**src/rtl/spi_flash_responder.sv**
```systemverilog
`default_nettype none
// ============================================================================
// Module   : spi_flash_responder
// Purpose  : SPI Mode 0 responder emulating a serial flash. Decodes READ
//            (0x03: 24-bit address, then streamed bytes) and READ STATUS
//            (0x05: returns 0x00 forever). Data bytes are fetched over a
//            single-outstanding request/acknowledge memory port.
// Ports    : clk, reset (sync, active-low)
//            i_SPI_CLK / i_SPI_MOSI / i_SPI_CS  - raw SPI pins (oversampled)
//            o_SPI_MISO / o_SPI_MISO_OE         - responder data and enable
//            o_MEM_ADDR / o_MEM_REQ             - fetch address and request
//            i_MEM_DATA / i_MEM_ACK             - fetched byte and acknowledge
//            o_BUSY                             - synchronized CS is low
//            o_UNDERRUN                         - byte not ready at boundary
// Revision : 1.0  initial release
// ============================================================================
module spi_flash_responder #(
    parameter int MEM_AW      = 12,
    parameter int SYNC_STAGES = 2
) (
    input  logic              clk,
    input  logic              reset,
    input  logic              i_SPI_CLK,
    input  logic              i_SPI_MOSI,
    input  logic              i_SPI_CS,
    output logic              o_SPI_MISO,
    output logic              o_SPI_MISO_OE,
    output logic [MEM_AW-1:0] o_MEM_ADDR,
    output logic              o_MEM_REQ,
    input  logic [7:0]        i_MEM_DATA,
    input  logic              i_MEM_ACK,
    output logic              o_BUSY,
    output logic              o_UNDERRUN
);

    typedef enum logic [2:0] {
        ST_IDLE   = 3'd0,
        ST_CMD    = 3'd1,
        ST_ADDR   = 3'd2,
        ST_DATA   = 3'd3,
        ST_STATUS = 3'd4,
        ST_IGNORE = 3'd5
    } state_t;

    localparam logic [7:0]        c_CMD_READ   = 8'h03;
    localparam logic [7:0]        c_CMD_STATUS = 8'h05;
    localparam logic [MEM_AW-1:0] c_ADDR_ONE   = {{(MEM_AW-1){1'b0}}, 1'b1};

    state_t                   state_q,      state_d;
    logic [SYNC_STAGES-1:0]   sclk_sync_q,  sclk_sync_d;
    logic [SYNC_STAGES-1:0]   mosi_sync_q,  mosi_sync_d;
    logic [SYNC_STAGES-1:0]   cs_sync_q,    cs_sync_d;
    logic                     sclk_prev_q,  sclk_prev_d;
    logic                     cs_prev_q,    cs_prev_d;
    logic [4:0]               bit_cnt_q,    bit_cnt_d;
    logic [2:0]               out_cnt_q,    out_cnt_d;
    logic [6:0]               cmd_sh_q,     cmd_sh_d;
    logic [MEM_AW-2:0]        addr_sh_q,    addr_sh_d;
    logic [7:0]               tx_sh_q,      tx_sh_d;
    logic                     miso_q,       miso_d;
    logic                     oe_q,         oe_d;
    logic [MEM_AW-1:0]        fetch_addr_q, fetch_addr_d;
    logic [MEM_AW-1:0]        mem_addr_q,   mem_addr_d;
    logic                     req_q,        req_d;
    logic                     fetch_pend_q, fetch_pend_d;
    logic                     discard_q,    discard_d;
    logic [7:0]               buf_data_q,   buf_data_d;
    logic                     buf_valid_q,  buf_valid_d;
    logic                     underrun_q,   underrun_d;

    logic w_sclk_s, w_mosi_s, w_cs_s;
    logic w_sclk_rise, w_sclk_fall, w_cs_rise, w_cs_fall;

    assign w_sclk_s    = sclk_sync_q[SYNC_STAGES-1];
    assign w_mosi_s    = mosi_sync_q[SYNC_STAGES-1];
    assign w_cs_s      = cs_sync_q[SYNC_STAGES-1];
    assign w_sclk_rise = w_sclk_s & ~sclk_prev_q;
    assign w_sclk_fall = ~w_sclk_s & sclk_prev_q;
    assign w_cs_rise   = w_cs_s & ~cs_prev_q;
    assign w_cs_fall   = ~w_cs_s & cs_prev_q;

    always_comb begin
        state_d      = state_q;
        sclk_sync_d  = {sclk_sync_q[SYNC_STAGES-2:0], i_SPI_CLK};
        mosi_sync_d  = {mosi_sync_q[SYNC_STAGES-2:0], i_SPI_MOSI};
        cs_sync_d    = {cs_sync_q[SYNC_STAGES-2:0], i_SPI_CS};
        sclk_prev_d  = w_sclk_s;
        cs_prev_d    = w_cs_s;
        bit_cnt_d    = bit_cnt_q;
        out_cnt_d    = out_cnt_q;
        cmd_sh_d     = cmd_sh_q;
        addr_sh_d    = addr_sh_q;
        tx_sh_d      = tx_sh_q;
        miso_d       = miso_q;
        oe_d         = oe_q;
        fetch_addr_d = fetch_addr_q;
        req_d        = req_q;
        fetch_pend_d = fetch_pend_q;
        discard_d    = discard_q;
        buf_data_d   = buf_data_q;
        buf_valid_d  = buf_valid_q;
        underrun_d   = 1'b0;

        // Memory port: complete the outstanding fetch, or launch a pending one.
        if (req_q && i_MEM_ACK) begin
            req_d     = 1'b0;
            discard_d = 1'b0;
            if (!discard_q) begin
                buf_data_d  = i_MEM_DATA;
                buf_valid_d = 1'b1;
            end
        end else if (!req_q && fetch_pend_q) begin
            req_d        = 1'b1;
            fetch_pend_d = 1'b0;
        end

        if (w_cs_rise) begin
            // CS rise has priority over any SCLK edge seen in the same cycle.
            state_d      = ST_IDLE;
            oe_d         = 1'b0;
            miso_d       = 1'b1;
            bit_cnt_d    = 5'd0;
            out_cnt_d    = 3'd0;
            buf_valid_d  = 1'b0;
            fetch_pend_d = 1'b0;
            // A fetch still in flight must finish its handshake, but its
            // data belongs to the aborted transaction.
            if (req_q && !i_MEM_ACK) begin
                discard_d = 1'b1;
            end
        end else begin
            case (state_q)
                ST_IDLE: begin
                    if (w_cs_fall) begin
                        state_d   = ST_CMD;
                        bit_cnt_d = 5'd0;
                    end
                end
                ST_CMD: begin
                    if (w_sclk_rise) begin
                        cmd_sh_d  = {cmd_sh_q[5:0], w_mosi_s};
                        bit_cnt_d = bit_cnt_q + 5'd1;
                        if (bit_cnt_q == 5'd7) begin
                            bit_cnt_d = 5'd0;
                            out_cnt_d = 3'd0;
                            if ({cmd_sh_q, w_mosi_s} == c_CMD_READ) begin
                                state_d = ST_ADDR;
                            end else if ({cmd_sh_q, w_mosi_s} == c_CMD_STATUS) begin
                                state_d = ST_STATUS;
                            end else begin
                                state_d = ST_IGNORE;
                            end
                        end
                    end
                end
                ST_ADDR: begin
                    if (w_sclk_rise) begin
                        // Only the low MEM_AW address bits are kept.
                        addr_sh_d = {addr_sh_q[MEM_AW-3:0], w_mosi_s};
                        bit_cnt_d = bit_cnt_q + 5'd1;
                        if (bit_cnt_q == 5'd23) begin
                            fetch_addr_d = {addr_sh_q, w_mosi_s};
                            fetch_pend_d = 1'b1;
                            bit_cnt_d    = 5'd0;
                            out_cnt_d    = 3'd0;
                            state_d      = ST_DATA;
                        end
                    end
                end
                ST_DATA, ST_STATUS: begin
                    if (w_sclk_fall) begin
                        out_cnt_d = out_cnt_q + 3'd1;
                        if (out_cnt_q == 3'd0) begin
                            oe_d = 1'b1;
                            if (state_q == ST_STATUS) begin
                                miso_d  = 1'b0;
                                tx_sh_d = 8'h01;
                            end else if (buf_valid_q) begin
                                miso_d       = buf_data_q[7];
                                tx_sh_d      = {buf_data_q[6:0], 1'b1};
                                buf_valid_d  = 1'b0;
                                fetch_addr_d = fetch_addr_q + c_ADDR_ONE;
                                fetch_pend_d = 1'b1;
                            end else begin
                                // Underrun: the pending fetch stays in flight
                                // and its data serves the following byte.
                                miso_d     = 1'b1;
                                tx_sh_d    = 8'hFF;
                                underrun_d = 1'b1;
                            end
                        end else begin
                            miso_d  = tx_sh_q[7];
                            tx_sh_d = {tx_sh_q[6:0], 1'b1};
                        end
                    end
                end
                default: begin
                    // ST_IGNORE: wait silently for CS to deassert.
                end
            endcase
        end

        // The address tracks the next fetch target but is frozen while a
        // request is outstanding.
        mem_addr_d = req_q ? mem_addr_q : fetch_addr_d;
    end

    always_ff @(posedge clk) begin
        if (!reset) begin
            state_q      <= ST_IDLE;
            sclk_sync_q  <= '0;
            mosi_sync_q  <= '0;
            cs_sync_q    <= '1;
            sclk_prev_q  <= 1'b0;
            cs_prev_q    <= 1'b1;
            bit_cnt_q    <= 5'd0;
            out_cnt_q    <= 3'd0;
            cmd_sh_q     <= '0;
            addr_sh_q    <= '0;
            tx_sh_q      <= 8'hFF;
            miso_q       <= 1'b1;
            oe_q         <= 1'b0;
            fetch_addr_q <= '0;
            mem_addr_q   <= '0;
            req_q        <= 1'b0;
            fetch_pend_q <= 1'b0;
            discard_q    <= 1'b0;
            buf_data_q   <= 8'h00;
            buf_valid_q  <= 1'b0;
            underrun_q   <= 1'b0;
        end else begin
            state_q      <= state_d;
            sclk_sync_q  <= sclk_sync_d;
            mosi_sync_q  <= mosi_sync_d;
            cs_sync_q    <= cs_sync_d;
            sclk_prev_q  <= sclk_prev_d;
            cs_prev_q    <= cs_prev_d;
            bit_cnt_q    <= bit_cnt_d;
            out_cnt_q    <= out_cnt_d;
            cmd_sh_q     <= cmd_sh_d;
            addr_sh_q    <= addr_sh_d;
            tx_sh_q      <= tx_sh_d;
            miso_q       <= miso_d;
            oe_q         <= oe_d;
            fetch_addr_q <= fetch_addr_d;
            mem_addr_q   <= mem_addr_d;
            req_q        <= req_d;
            fetch_pend_q <= fetch_pend_d;
            discard_q    <= discard_d;
            buf_data_q   <= buf_data_d;
            buf_valid_q  <= buf_valid_d;
            underrun_q   <= underrun_d;
        end
    end

    assign o_SPI_MISO    = miso_q;
    assign o_SPI_MISO_OE = oe_q;
    assign o_MEM_ADDR    = mem_addr_q;
    assign o_MEM_REQ     = req_q;
    assign o_BUSY        = ~w_cs_s;
    assign o_UNDERRUN    = underrun_q;

endmodule
`default_nettype wire

```
**config.mk**
```make
export PLATFORM = sky130hd
export DESIGN_NAME = spi_flash_responder
export DESIGN_NICKNAME = d
export VERILOG_FILES = /design/src/rtl/spi_flash_responder.sv
export SDC_FILE = /design/constraint.sdc
export NUM_CORES = 1
export LEC_CHECK = 0
export ABC_AREA = 1
export CAP_MARGIN = 20
export CORE_MARGIN = 5
export CORE_UTILIZATION = 50
export CTS_BUF_LIST = sky130_fd_sc_hd__clkbuf_8
export CTS_CLUSTER_SIZE = 16
export DETAILED_ROUTE_END_ITERATION = 10
export PLACE_DENSITY_LB_ADDON = 0.15
export SLEW_MARGIN = 20
export SYNTH_ARGS = -nofsm -noshare
export SYNTH_HDL_FRONTEND = slang
export SYNTH_SLANG_ARGS = --single-unit
```
**constraint.sdc**
```tcl
create_clock -name clk -period 2 [get_ports clk]
set_input_delay 0.4 -clock clk [delete_from_list [all_inputs] [get_ports clk]]
set_output_delay 0.4 -clock clk [all_outputs]
set_load 0.05 [all_outputs]
```
Word-level counts from Yosys, hierarchy flattened
Index checks and enable logic that the tools add are counted. W data, S select, Z words.

Add/sub/neg operators: 3. Equality and inequality tests: 14. Muxes and demuxes: 54. Bitwise logic cells: 14. Reduce and logical (&&, ||, !) cells: 22.

Operators with widths (count): $mux W12 (7); $mux W3 (11); $mux W5 (5); $mux W8 (3); $pmux W12 S2 (1); $mux W1 (23); $pmux W3 S3 (2); $pmux W5 S3 (1); $add A12 B1 Y12 const B (1); $ne A2 B2 Y1 const B (6); $reduce_and A3 Y1 (4); $reduce_and A6 Y1 (2); $not A1 Y1 (10); $eq A8 B2 Y1 const B (1); $eq A8 B3 Y1 const B (1); $eq A3 B2 Y1 const B (2); $logic_not A3 Y1 (2); $reduce_bool A3 Y1 (2); $reduce_or A2 Y1 (3); $reduce_or A6 Y1 (1); $add A5 B1 Y5 const B (1); $eq A5 B3 Y1 const B (1); $eq A5 B5 Y1 const B (1); $and A1 B1 Y1 (4); 8 further kinds (12).

Register bits after elaboration: 84. Input bits: 14. Output and inout bits: 17. Logic and storage cells: 128.

Depth between registers and ports, before layout
Gate-level depths: netlist of run 1.

Depth in word-level cells: 9. Gate-level depth with buffers: 15. Gate-level depth less buffers: 15.

Worst setup path after synthesis of run 1
Ideal clock, no wire load.

Path kind: flip-flop to flip-flop. From: register req_q, in the netlist o_MEM_REQ. To: register buf_data_q[0]. Library setup time: 120 ps. Data arrival time: 1559 ps. Required time: 1880 ps. Slack: 320 ps. Stages on the path, launching flop included: 6. Buffers on the path: 0. Clock period less this slack: 1680 ps. Path through: dfxtp_1 -> nand2_1 -> nor2_1 -> clkinv_1 -> o21ai_0 -> a21oi_1.

Longest elaborated chain between the ends: 2.

RTL lines: from (decl) (RTL line 64) `logic req_q, req_d;`; from (signal assigned) (RTL line 247) `req_q <= req_d;`; $logic_and A1 B1 Y1 (RTL line 105) `if (req_q && i_MEM_ACK) begin`; $reduce_and A2 Y1 (no source line); to (signal assigned) (RTL line 250) `buf_data_q <= buf_data_d;`; to (decl) (RTL line 67) `logic [7:0] buf_data_q, buf_data_d;`.

Every way passes these cells. A chain may end at the register's enable or synchronous reset.

Worst setup path after layout of run 1
From: register miso_q, in the netlist o_SPI_MISO. To: output o_SPI_MISO.

RTL lines: from (decl) (RTL line 60) `logic miso_q, miso_d;`; from (signal assigned) (RTL line 243) `miso_q <= miso_d;`; to (decl) (RTL line 26) `output logic o_SPI_MISO,`.

No word-level cell between the ends.

==> key figures, run 1 <==
Clock tree
  • Clock-pin slew on the worst setup and hold paths: 0.08 ns
  • Clock latency on the worst-skew pair: 0.35 ns
  • CTS tree: done
  • Clock Sinks: 83
  • Clock Tree Buf Depth: 2
  • Clock H-tree levels: 3
  • CTS Buf Count: 9
  • Hold-fix buffers at CTS: 0
  • Root buffer selected by CTS: clkbuf_8

Final layout
  • Final net count: 643
  • # diodes: 0
  • Area taken by multi-input logic gates: 2000 um^2
  • Fill count: 763
  • Share of layout cells above drive strength 1: 10.0%
  • P&R area growth vs syn: 17.5%
  • Cell area after layout: 4700 um^2
  • Register area: 1660 um^2

Global routing
  • Global-route wire length before repair: 16.8 mm
  • Grt total ovfl: 0
  • Vias in the first global route: 3633
  • Pin count of the biggest net entering global routing: 38
  • Initial antenna violation count: 0
  • Global Route Usage Sum: 20.8%

Worst setup path
  • Slowest Stage Delay on Critical Path: 0.81 ns
  • CP Data Required Time: 1.60 ns
  • Setup CP Type: reg2out
  • Crit path from: o_SPI_MISO
  • CP max stage cell: clkdlybuf4s50_1
  • CP top delay family: buffers and inverters
  • R2R Path Start: state_q[0]
  • CP Launch Type: flip-flop
  • Worst path bufs/invs: 1
  • Worst Path Max Fanout: 2
  • CP Capture Type: primary output
  • Critical path arrival: 1.52 ns
  • CP cell instances: clkdlybuf4s50_1

Logic synthesis
  • Number of synthesized register bits: 83
  • Most area-consuming cells after synthesis: dfxtp_1 42%, nand2_1 11%, nor2_1 9.6%
  • Most common cell in the netlist: nand2_1
  • Syn nets: 608
  • Xor/xnor share of the synthesized area: 0.657%
  • Post-synth top area share: 41.6%
  • Synth Flop Type: dfxtp_1
  • EDFF count, synth: 0
  • Synth warnings: 0
  • Unique cell type count in the Yosys netlist: 34
  • Leading area contributor after synthesis: dfxtp_1
  • Simple-gate area share of the yosys netlist: 32.4%
  • Syn Inst Count: 590
  • Post-synth top cells: 116 x nand2_1, 102 x nor2_1, 83 x dfxtp_1
  • Synth Cell Area: 4000 um^2
  • Mapped Avg Cell Area: 6.78 um^2
  • Async SR Flop Fraction: 0%
  • Synth Area in Compound Gates: 15.4%
  • Post-synthesis mux area share: 0%
  • Post-synthesis sequential area ratio: 41.6%
  • Largest family of logic cells by synthesized area: simple AND/OR/NAND/NOR gates
  • Post-synthesis adder-cell area fraction: 1.25%

Power and ir drop
  • Worst VDD drop: 0.000459 V
  • Psw: 1.15 mW
  • Pint: 2.71 mW
  • Clock group share of total power: 35.5%
  • Lkg Pwr: 2.11 nW
  • Sw Ratio: 29.8%
  • Logic pwr share: 19.4%
  • Power per standard cell area: 821 nW/um^2
  • Sequential Power Share: 45.2%

Worst hold path
  • Hold Crit Class: reg2reg
  • Hold Startpoint: mosi_sync_q[0]

Route
  • First-pass DRT Iterations: 5
  • Post-detailed-route wirelength per cell: 13.4 um
  • Vias: 3844
  • Initial drt markers: 217
  • ANT nets after route: 0
  • Via density: 5.25
  • Routed WL: 9.84 mm
  • Number of remaining DRC errors: 0

Placement
  • Final GP Congestion: 0.908
  • PortBufs: 30
  • Detailed placement HPWL: 7.12 mm
  • Place WS: 0.177 ns
  • DP Area: 4440 um^2

Timing
  • Worst rel slew slack: 50.1%
  • Clock skew: 0.00661 ns
  • Setup violations, final: 0
  • Fin crit share: 96.0%
  • TNS Setup: 0 ns
  • Final Hold Fails: 0
  • Setup ws final: 0.0791 ns
  • Least-Margin Pin Slew: 0.747 ns
  • Final min period: 1.92 ns
  • Fmax: 521 MHz
  • Unrepaired setup endpoints after global routing: yes
  • Slew Viols, Final: 0

Die
  • Core Area: 7770 um^2
  • Die ar.: 9880 um^2
  • Initial core utilization: 51.5%
  • Site Rows: 32
  • Die Y: 99.4 um
  • Ports: 31
  • Die Wd: 99.4 um

Outcome
  • Status: complete, no violations

Run
  • Total of max-cap violations: 0
-- path summary, 6_finish.rpt --
check | to | slack (ns) | depth (start not counted)
min reg2reg | mosi_sync_q[1] | 0.42 | 2
min | mosi_sync_q[1] | 0.42 | 2
max reg2reg | o_MEM_ADDR[1] | 0.15 | 11
max | o_SPI_MISO | 0.08 | 1
-- logic make-up (layout without fill, tap and decap cells) --
kind of cell,Yosys count,in the layout
AND/OR/NAND/NOR,295,295
AO/OA/AOI/OAI,115,115
buffers and inverters,90,130
flip-flops,83,83
adder cells (fa/ha/maj),4,4
XOR/XNOR,3,3
-- power by group through the flow --
| stage | Sequential (mW) | Clock, mW | Combinational (mW) |
|---|---|---|---|
| floorplan | 1.77 | 0 | 0.541 |
| global placement | 1.78 | 0 | 0.715 |
| detailed placement | 1.78 | 0 | 0.728 |
| CTS | 1.74 | 1.39 | 0.733 |
| global route | 1.75 | 1.46 | 0.833 |
| finish | 1.74 | 1.37 | 0.747 |
-- registers in the layout, indices dropped and copies added (netlist names), named ones only --
| signal | flops |
|---|---|
| o_SPI_MISO | 1 |
| fetch_pend_q | 1 |
| addr_sh_q | 11 |
| mosi_sync_q | 2 |
| sclk_sync_q | 2 |
| cs_prev_q | 1 |
| buf_data_q | 8 |
| state_q | 3 |
| fetch_addr_q | 12 |
| bit_cnt_q | 5 |
| cs_sync_q | 2 |
| tx_sh_q | 7 |
| o_SPI_MISO_OE | 1 |
| o_UNDERRUN | 1 |
| buf_valid_q | 1 |
| cmd_sh_q | 7 |
| sclk_prev_q | 1 |
| o_MEM_REQ | 1 |
| out_cnt_q | 3 |
| o_MEM_ADDR | 12 |
-- layout by cell type, fill, tap and decap left out, types with 2 or more instances in the layout --
cell / n
a211oi_1: 4
a21oi_1: 44
buf_12: 2
buf_4: 12
bufinv_16: 2
clkbuf_8: 11
clkdlybuf4s50_1: 28
dfxtp_1: 82
ha_1: 3
inv_1: 67
inv_2: 5
nand2_1: 116
nand2_2: 6
nand3_1: 38
nand3_2: 3
nand4_1: 8
nor2_1: 102
nor2_2: 4
nor2_4: 8
nor3_1: 4
o21ai_0: 56
o21ai_1: 4
o21bai_1: 2
o22ai_1: 2
or2_2: 2
xor2_1: 2
-- metrics by stage --
step / util [%] / power, mW / hold WS [ns] / instances
after floorplan: - / 2.31 / 0.390 / 590
after global placement: 57.1 / 2.49 / 0.397 / 715
after detailed placement: 57.1 / 2.51 / 0.400 / 715
after CTS: 60.1 / 3.87 / 0.420 / 731
after global routing: 60.5 / 4.05 / 0.433 / 732
final: 60.5 / 3.86 / 0.416 / 732
-- layout make-up --
| class | count | share of cell area (%) |
|---|---|---|
| clock buffer | 11 | 3.22 |
| clock inverter | 5 | 1.62 |
| inverter | 72 | 5.75 |
| multi-input combinational | 417 | 42.6 |
| sequential | 83 | 35.4 |
| tap | 102 | 2.72 |
| timing repair buffer | 42 | 8.74 |
-- routing by layer --
| metal | up-vias | track usage, % | share of wire (%) |
|---|---|---|---|
| met4 | 0 | 5.88 | 1.1 |
| met3 | 12 | 4.70 | 4.9 |
| met5 | - | 0 | 0 |
| li1 | 1959 | - | - |
| met2 | 95 | 32.5 | 45 |
| met1 | 1778 | 28.8 | 49 |
-- what timing repair did --
| action | CTS | global route |
|---|---|---|
| buffers inserted | 0 | 1 |
| setup endpoints to repair | 0 | 8 |
| gates resized for setup | 0 | 4 |
(Power assumes the default switching activity.)
==> run 2: changes to the inputs <==
==> constraint.sdc (replaced) <==
create_clock -name clk -period 2 [get_ports clk]
set_input_delay 0.4 -clock clk [delete_from_list [all_inputs] [get_ports clk]]
set_output_delay 0.4 -clock clk [all_outputs]
set_load 0.02 [all_outputs]
==> run 2 against run 1 <==
Sequential power hardly changed; count of clock-buffer cells in the layout is 2 lower; cell count is 0.41% higher; worst setup slack worse by 0.0044 ns; clock skew is 0.0038 ns higher; worst hold slack better by 0.011 ns; power is 5.9% lower; maximum frequency is 0.23% lower; design area is 0.75% lower; critical endpoint is now o_MEM_REQ.
==> key figures, run 2 (synthesis results as in run 1) <==
Global routing
  • Grt total ovfl: 0 (unchanged)
  • Vias in the first global route: 3619 (was 3633)
  • Initial antenna violation count: 0 (unchanged)
  • GRT busiest layer: met2 (unchanged)
  • M1 GR Usage: 27.2% (was 28.8%)
  • Global-route wire length before repair: 16.5 mm (was 16.8 mm)
  • GRT met3 Usage: 4.35% (was 4.70%)
  • Met2 GRT Util: 33.3% (was 32.5%)
  • Global Route Usage Sum: 20.6% (was 20.8%)
  • Pin count of the biggest net entering global routing: 38 (unchanged)

Placement
  • PortBufs: 30 (unchanged)
  • Final GP Congestion: 0.940 (was 0.908)
  • Inst Count DP: 716 (was 715)
  • DP Area: 4450 um^2 (was 4440 um^2)
  • Detailed placement HPWL: 7.18 mm (was 7.12 mm)

Route
  • Post-detailed-route wirelength per cell: 13.3 um (was 13.4 um)
  • Routed WL: 9.79 mm (was 9.84 mm)
  • Via density: 5.24 (was 5.25)
  • Vias: 3850 (was 3844)
  • Initial drt markers: 204 (was 217)
  • Number of remaining DRC errors: 0 (unchanged)
  • ANT nets after route: 0 (unchanged)
  • First-pass DRT Iterations: 5 (unchanged)

Clock tree
  • CTS tree: done (unchanged)
  • CTS Buf Count: 9 (unchanged)
  • Clock latency on the worst-skew pair: 0.36 ns (was 0.35 ns)
  • Clock-pin slew on the worst setup and hold paths: 0.09 ns (was 0.08 ns)
  • Clock Tree Buf Depth: 2 (unchanged)
  • Root buffer selected by CTS: clkbuf_8 (unchanged)
  • Clock H-tree levels: 3 (unchanged)
  • Clock Sinks: 83 (unchanged)
  • Hold-fix buffers at CTS: 0 (unchanged)

Final layout
  • Cell area after layout: 4660 um^2 (was 4700 um^2)
  • Share of layout cells above drive strength 1: 10.3% (was 10.0%)
  • Most common cell after layout, fill and taps aside: nand2_1 (unchanged)
  • Final net count: 646 (was 643)
  • # diodes: 0 (unchanged)
  • Most frequent cells in the layout: 116 x nand2_1, 102 x nor2_1, 82 x dfxtp_1 (unchanged)
  • Fin cells: 735 (was 732)
  • P&R area growth vs syn: 16.7% (was 17.5%)
  • Fill count: 752 (was 763)

Worst setup path
  • Slowest Stage Delay on Critical Path: 0.66 ns (was 0.81 ns)
  • Worst Path Max Fanout: 6 (was 2)
  • Setup CP Type: reg2out (unchanged)
  • R2R Path End: o_MEM_ADDR[1] (unchanged)
  • Critical path arrival: 1.53 ns (was 1.52 ns)
  • CP Launch Type: flip-flop (unchanged)
  • CP cell instances: clkdlybuf4s50_1 (unchanged)
  • R2R Path Start: bit_cnt_q[1] (was state_q[0])
  • R2r setup slk: 0.14 ns (was 0.15 ns)
  • CP top delay family: buffers and inverters (unchanged)
  • CP Data Required Time: 1.60 ns (about the same)
  • CP Capture Type: primary output (unchanged)
  • Worst path bufs/invs: 1 (unchanged)
  • Register-to-Register Path Depth: 11 (unchanged)
  • CP max stage cell: clkdlybuf4s50_1 (unchanged)

Worst hold path
  • Hold Crit Class: reg2reg (unchanged)
  • Hold Startpoint: mosi_sync_q[0] (unchanged)
  • Min-Delay Endpoint: mosi_sync_q[1] (unchanged)
  • Hold Crit Depth: 2 (unchanged)

Timing
  • Final min period: 1.93 ns (was 1.92 ns)
  • TNS Setup: 0 ns (unchanged)
  • Final Hold Fails: 0 (unchanged)
  • Fin crit share: 96.3% (was 96.0%)
  • Least-Margin Pin Slew: 0.728 ns (was 0.747 ns)
  • Unrepaired setup endpoints after global routing: no (was yes)
  • Worst rel slew slack: 51.4% (was 50.1%)
  • Fmax: 519 MHz (was 521 MHz)
  • Clock skew: 0.0104 ns (was 0.00661 ns)
  • Slew Viols, Final: 0 (unchanged)
  • Setup violations, final: 0 (unchanged)

Die
  • Site Rows: 32 (unchanged)
  • Ports: 31 (unchanged)
  • Die Wd: 99.4 um (unchanged)
  • Core Area: 7770 um^2 (unchanged)
  • Initial core utilization: 51.5% (unchanged)
  • Die Y: 99.4 um (unchanged)
  • Die ar.: 9880 um^2 (unchanged)

Power and ir drop
  • Power per standard cell area: 779 nW/um^2 (was 821 nW/um^2)
  • Worst VDD drop: 0.000397 V (was 0.000459 V)
  • Lkg Pwr: 2.09 nW (was 2.11 nW)

Outcome
  • Status: complete, no violations (unchanged)

Run
  • Total of max-cap violations: 0 (unchanged)
-- run 2: cell types whose count changed in the layout (fill, tap and decap cells not counted) --
cell	previous run	this run
inv_2	5	6
inv_8	0	1
inv_6	0	1
clkdlybuf4s50_1	28	30
bufinv_16	2	0
inv_1	67	66
buf_4	12	14
clkbuf_8	11	9
buf_12	2	1
clkinv_4	0	2
-- run 2: layout make-up --
class	count	area, um^2	area share [%]
inverter	72	270	5.80
clock inverter	7	53.8	1.15
tap	102	128	2.74
multi-input combinational	417	2000	42.9
sequential	83	1660	35.7
clock buffer	9	124	2.66
timing repair buffer	45	425	9.12
-- run 2: how the worst max path moves through the flow --
stage                    end    startpoint  slack, ns  cells after the start
6_report           o_MEM_REQ     o_MEM_REQ       0.07                      1
5_1_grt        o_MEM_ADDR[1]  bit_cnt_q[1]     0.0008                     11
4_1_cts            o_MEM_REQ     o_MEM_REQ       0.08                      1
3_5_place_dp   o_MEM_ADDR[1]  bit_cnt_q[0]       0.13                     11
3_3_place_gp   o_MEM_ADDR[1]  bit_cnt_q[0]       0.19                     11
2_1_floorplan  o_MEM_ADDR[4]  out_cnt_q[0]       0.40                     15
-- run 2: power breakdown --
part | leakage (nW) | switching (mW) | total, mW | internal [mW]
registers | 0.671 | 0.0412 | 1.74 | 1.70
logic | 1.33 | 0.505 | 0.773 | 0.268
clock network | 0.0929 | 0.655 | 1.12 | 0.462
total | 2.09 | 1.20 | 3.63 | 2.43
-- run 2: worst min-delay path: stages, from the launching register on --
cell	delay, ns
dfxtp_1	0.32
nand2_1	0.05
inv_1	0.04
-- run 2: per-layer routing --
metal | vias to the layer above | routed length (um)
met1 | 1774 | 4710
met5 | - | 0
met3 | 18 | 509
li1 | 1961 | -
met2 | 97 | 4390
met4 | 0 | 180
-- run 2: repair_timing --
action,4_1_cts,5_1_grt
buffers inserted,0,3
resized for setup,0,5
endpoints found under the setup margin,0,4
-- run 2: stage by stage --
stage	hold WS (ns)	total power [mW]	utilization, %	setup WS [ns]
2_1_floorplan	0.390	2.31	-	0.398
3_3_place_gp	0.410	2.49	57.3	0.189
3_5_place_dp	0.402	2.51	57.3	0.127
4_1_cts	0.434	3.61	59.6	0.0794
5_1_grt	0.441	3.81	60.0	0.000773
6_report	0.427	3.63	60.0	0.0747
==> run 3: changes to the inputs <==
--- a/config.mk
+++ b/config.mk
@@ -5,13 +5,13 @@
 export SDC_FILE = /design/constraint.sdc
 export NUM_CORES = 1
 export LEC_CHECK = 0
-export ABC_AREA = 1
 export CAP_MARGIN = 20
 export CORE_MARGIN = 5
 export CORE_UTILIZATION = 50
 export CTS_BUF_LIST = sky130_fd_sc_hd__clkbuf_8
 export CTS_CLUSTER_SIZE = 16
 export DETAILED_ROUTE_END_ITERATION = 10
+export DONT_BUFFER_PORTS = 1
 export PLACE_DENSITY_LB_ADDON = 0.15
 export SLEW_MARGIN = 20
 export SYNTH_ARGS = -nofsm -noshare
==> run 3 against run 2 <==
Clock power up 21%; worst hold slack worse by 0.30 ns; highest routed layer unchanged; critical path type is now reg2reg; critical endpoint is now o_MEM_ADDR[6]; largest power group unchanged; die area decreased by 3.7%; largest cell class unchanged; worst setup slack got worse by 0.023 ns.
==> key figures, run 3 <==
Die
  • Die Y: 97.6 um (was 99.4 um)
  • Initial core utilization: 50.4% (was 51.5%)
  • Die Wd: 97.6 um (was 99.4 um)
  • Site Rows: 32 (unchanged)
  • Core Area: 7610 um^2 (was 7770 um^2)
  • Die ar.: 9520 um^2 (was 9880 um^2)
  • Ports: 31 (unchanged)

Outcome
  • Status: complete, no violations (unchanged)

Clock tree
  • CTS Buf Count: 9 (unchanged)
  • CTS tree: done (unchanged)
  • Clock-pin slew on the worst setup and hold paths: 0.08 ns (was 0.09 ns)
  • Clock Sinks: 83 (unchanged)
  • Clock latency on the worst-skew pair: 0.36 ns (about the same)
  • Clock Tree Buf Depth: 2 (unchanged)
  • Root buffer selected by CTS: clkbuf_8 (unchanged)
  • Clock H-tree levels: 3 (unchanged)

Logic synthesis
  • Synth Flop Type: dfxtp_1 (unchanged)
  • Synth warnings: 0 (unchanged)
  • Post-synthesis sequential area ratio: 43.4% (was 41.6%)
  • Post-synth top cells: 83 x dfxtp_1, 52 x a21oi_1, 50 x nor2_1 (was 116 x nand2_1, 102 x nor2_1, 83 x dfxtp_1)
  • EDFF count, synth: 0 (unchanged)
  • Syn Inst Count: 461 (was 590)
  • Syn nets: 479 (was 608)
  • Post-synth top area share: 43.4% (was 41.6%)
  • Most area-consuming cells after synthesis: dfxtp_1 43%, a21oi_1 6.8%, mux2i_1 5.0% (was dfxtp_1 42%, nand2_1 11%, nor2_1 9.6%)
  • Synth Cell Area: 3830 um^2 (was 4000 um^2)
  • Mapped Avg Cell Area: 8.31 um^2 (was 6.78 um^2)
  • Most common cell in the netlist: dfxtp_1 (was nand2_1)
  • Number of synthesized register bits: 83 (unchanged)
  • Unique cell type count in the Yosys netlist: 61 (was 34)
  • Leading area contributor after synthesis: dfxtp_1 (unchanged)
  • Async SR Flop Fraction: 0% (unchanged)

Timing
  • Setup violations, final: 0 (unchanged)
  • Final Hold Fails: 0 (unchanged)
  • Worst rel slew slack: 60.2% (was 51.4%)
  • Clock skew: 0.0133 ns (was 0.0104 ns)
  • Least-Margin Pin Slew: 0.597 ns (was 0.728 ns)
  • TNS Setup: 0 ns (unchanged)
  • Unrepaired setup endpoints after global routing: yes (was no)
  • Hold_ws: 0.124 ns (was 0.427 ns)
  • Fmax: 513 MHz (was 519 MHz)
  • Slew Viols, Final: 0 (unchanged)
  • Final min period: 1.95 ns (was 1.93 ns)
  • Fin crit share: 97.4% (was 96.3%)

Worst hold path
  • Hold Crit Class: in2reg (was reg2reg)

Worst setup path
  • Worst Path Max Fanout: 3 (was 6)
  • Slowest Stage Delay on Critical Path: 0.57 ns (was 0.66 ns)
  • Setup CP Type: reg2reg (was reg2out)
  • Critical path arrival: 2.23 ns (was 1.53 ns)
  • CP Launch Type: flip-flop (unchanged)
  • R2r setup slk: 0.05 ns (was 0.14 ns)
  • CP Data Required Time: 2.28 ns (was 1.60 ns)
  • CP Capture Type: flip-flop (was primary output)
  • CP max stage cell: or4_4 (was clkdlybuf4s50_1)
  • Most used cell, CP: or4_4
  • CP cell instances: inv_2, ha_4, nand4bb_4, or4_4, or4_4, a41oi_2 (was clkdlybuf4s50_1)

Power and ir drop
  • Worst VDD drop: 0.000636 V (was 0.000397 V)
  • Pwr Total: 3.11 mW (was 3.63 mW)
  • Lkg Pwr: 1.83 nW (was 2.09 nW)
  • Power per standard cell area: 671 nW/um^2 (was 779 nW/um^2)

Route
  • First-pass DRT Iterations: 4 (was 5)
  • Via density: 5.73 (was 5.24)
  • Initial drt markers: 223 (was 204)
  • Number of remaining DRC errors: 0 (unchanged)
  • Routed WL: 10.1 mm (was 9.79 mm)
  • ANT nets after route: 0 (unchanged)
  • Vias: 3458 (was 3850)
  • Post-detailed-route wirelength per cell: 16.7 um (was 13.3 um)

Final layout
  • Final net count: 514 (was 646)
  • Fill count: 711 (was 752)
  • Register area: 1670 um^2 (was 1660 um^2)
  • Area taken by multi-input logic gates: 2170 um^2 (was 2000 um^2)
  • # diodes: 0 (unchanged)
  • P&R area growth vs syn: 20.9% (was 16.7%)
  • Most frequent cells in the layout: 80 x dfxtp_1, 51 x a21oi_1, 50 x nor2_1, 50 x buf_4, 46 x nand2_1 (was 116 x nand2_1, 102 x nor2_1, 82 x dfxtp_1)
  • Most common cell after layout, fill and taps aside: dfxtp_1 (was nand2_1)
  • Fin cells: 603 (was 735)
  • Share of layout cells above drive strength 1: 20.2% (was 10.3%)

Placement
  • Detailed placement HPWL: 7.06 mm (was 7.18 mm)
  • Inst Count DP: 582 (was 716)
  • PortBufs: 0 (was 30)
  • Final GP Congestion: 0.946 (was 0.940)

Global routing
  • Initial antenna violation count: 0 (unchanged)
  • Global-route wire length before repair: 16.4 mm (was 16.5 mm)
  • Pin count of the biggest net entering global routing: 38 (unchanged)
  • Global Route Usage Sum: 21.1% (was 20.6%)
  • Grt total ovfl: 0 (unchanged)
  • Vias in the first global route: 3241 (was 3619)

Run
  • Total of max-cap violations: 0 (unchanged)
[run 3: changes by cell type after synthesis, moves of 8 or more]
| cell | delta |
|---|---|
| clkbuf_1 | +15 |
| nor4_1 | +8 |
| nand2_1 | -70 |
| nand3_1 | -25 |
| inv_1 | -57 |
| o21ai_0 | -19 |
| o211ai_1 | +8 |
| mux2i_1 | +19 |
| nor2_1 | -52 |
| a21oi_1 | +8 |
[run 3: layout make-up]
cell class	instances	area share, %
Tap cell	102	2.76
Inverter	9	0.729
Timing Repair Buffer	52	8.78
Clock inverter	6	1.92
Sequential cell	83	36.0
Multi-Input combinational cell	341	46.9
Clock buffer	10	2.97
[run 3: path summary, 6_finish.rpt]
path         depth (start not counted)       endpoint         start
max reg2reg                          6  o_MEM_ADDR[6]  out_cnt_q[1]
max                                  6  o_MEM_ADDR[6]  out_cnt_q[1]
min                                  1      cs_prev_q         reset
min reg2reg                          1   cs_sync_q[1]  cs_sync_q[0]
[run 3: critical path, delay by kind of cell, from the launching register on]
family,cells,cell delay (ns)
compound gates,1,0.17
buf+inv,1,0.06
fa+ha+maj,1,0.15
flops,1,0.33
simple gates,3,1.16
[run 3: kinds of logic (layout without fill, tap and decap cells)]
family                     Yosys count  in the layout  synth area share (%)
xor gates and xnor gates             4              4                 0.914
muxes                               20             20                  5.26
AOI/OAI and AO/OA                  131            131                  20.4
adders and majority gates            4              4                  1.31
buffers and inverters               37             77                  3.75
and+or+nand+nor                    182            182                  25.0
DFF                                 83             83                  43.4
[run 3: metal layers]
| layer | up-vias | share of wire [%] | wire (um) | track usage (%) |
|---|---|---|---|---|
| met5 | - | 0 | 0 | 0 |
| met4 | 0 | 1.4 | 140 | 5.54 |
| met3 | 17 | 6.3 | 636 | 5.10 |
| met2 | 107 | 45 | 4590 | 32.4 |
| met1 | 1606 | 47 | 4730 | 29.6 |
| li1 | 1728 | - | - | - |
[run 3: power breakdown]
part / internal, mW / switching, mW / total, mW
logic: 0.0353 / 0.0554 / 0.0907
clock network: 0.740 / 0.613 / 1.35
registers: 1.66 / 0.00529 / 1.66
total: 2.43 / 0.673 / 3.11
[run 3: metrics by stage]
| stage | setup WS (ns) | cell area, um^2 | util (%) |
|---|---|---|---|
| global placement | -0.0557 | 4220 | 55.4 |
| CTS | 0.0209 | 4490 | 59.0 |
| floorplan | 0.0326 | 3840 | - |
| detailed placement | -0.0998 | 4220 | 55.4 |
| global route | -0.0227 | 4630 | 60.9 |
| finish | 0.0513 | 4630 | 60.9 |
[run 3: repair_timing]
item,in CTS,in global routing
setup buffers,1,4
setup endpoints to repair,8,26
pin swaps,1,11
hold buffers,0,0
gates resized for setup,4,25
hold endpoints to repair,0,0
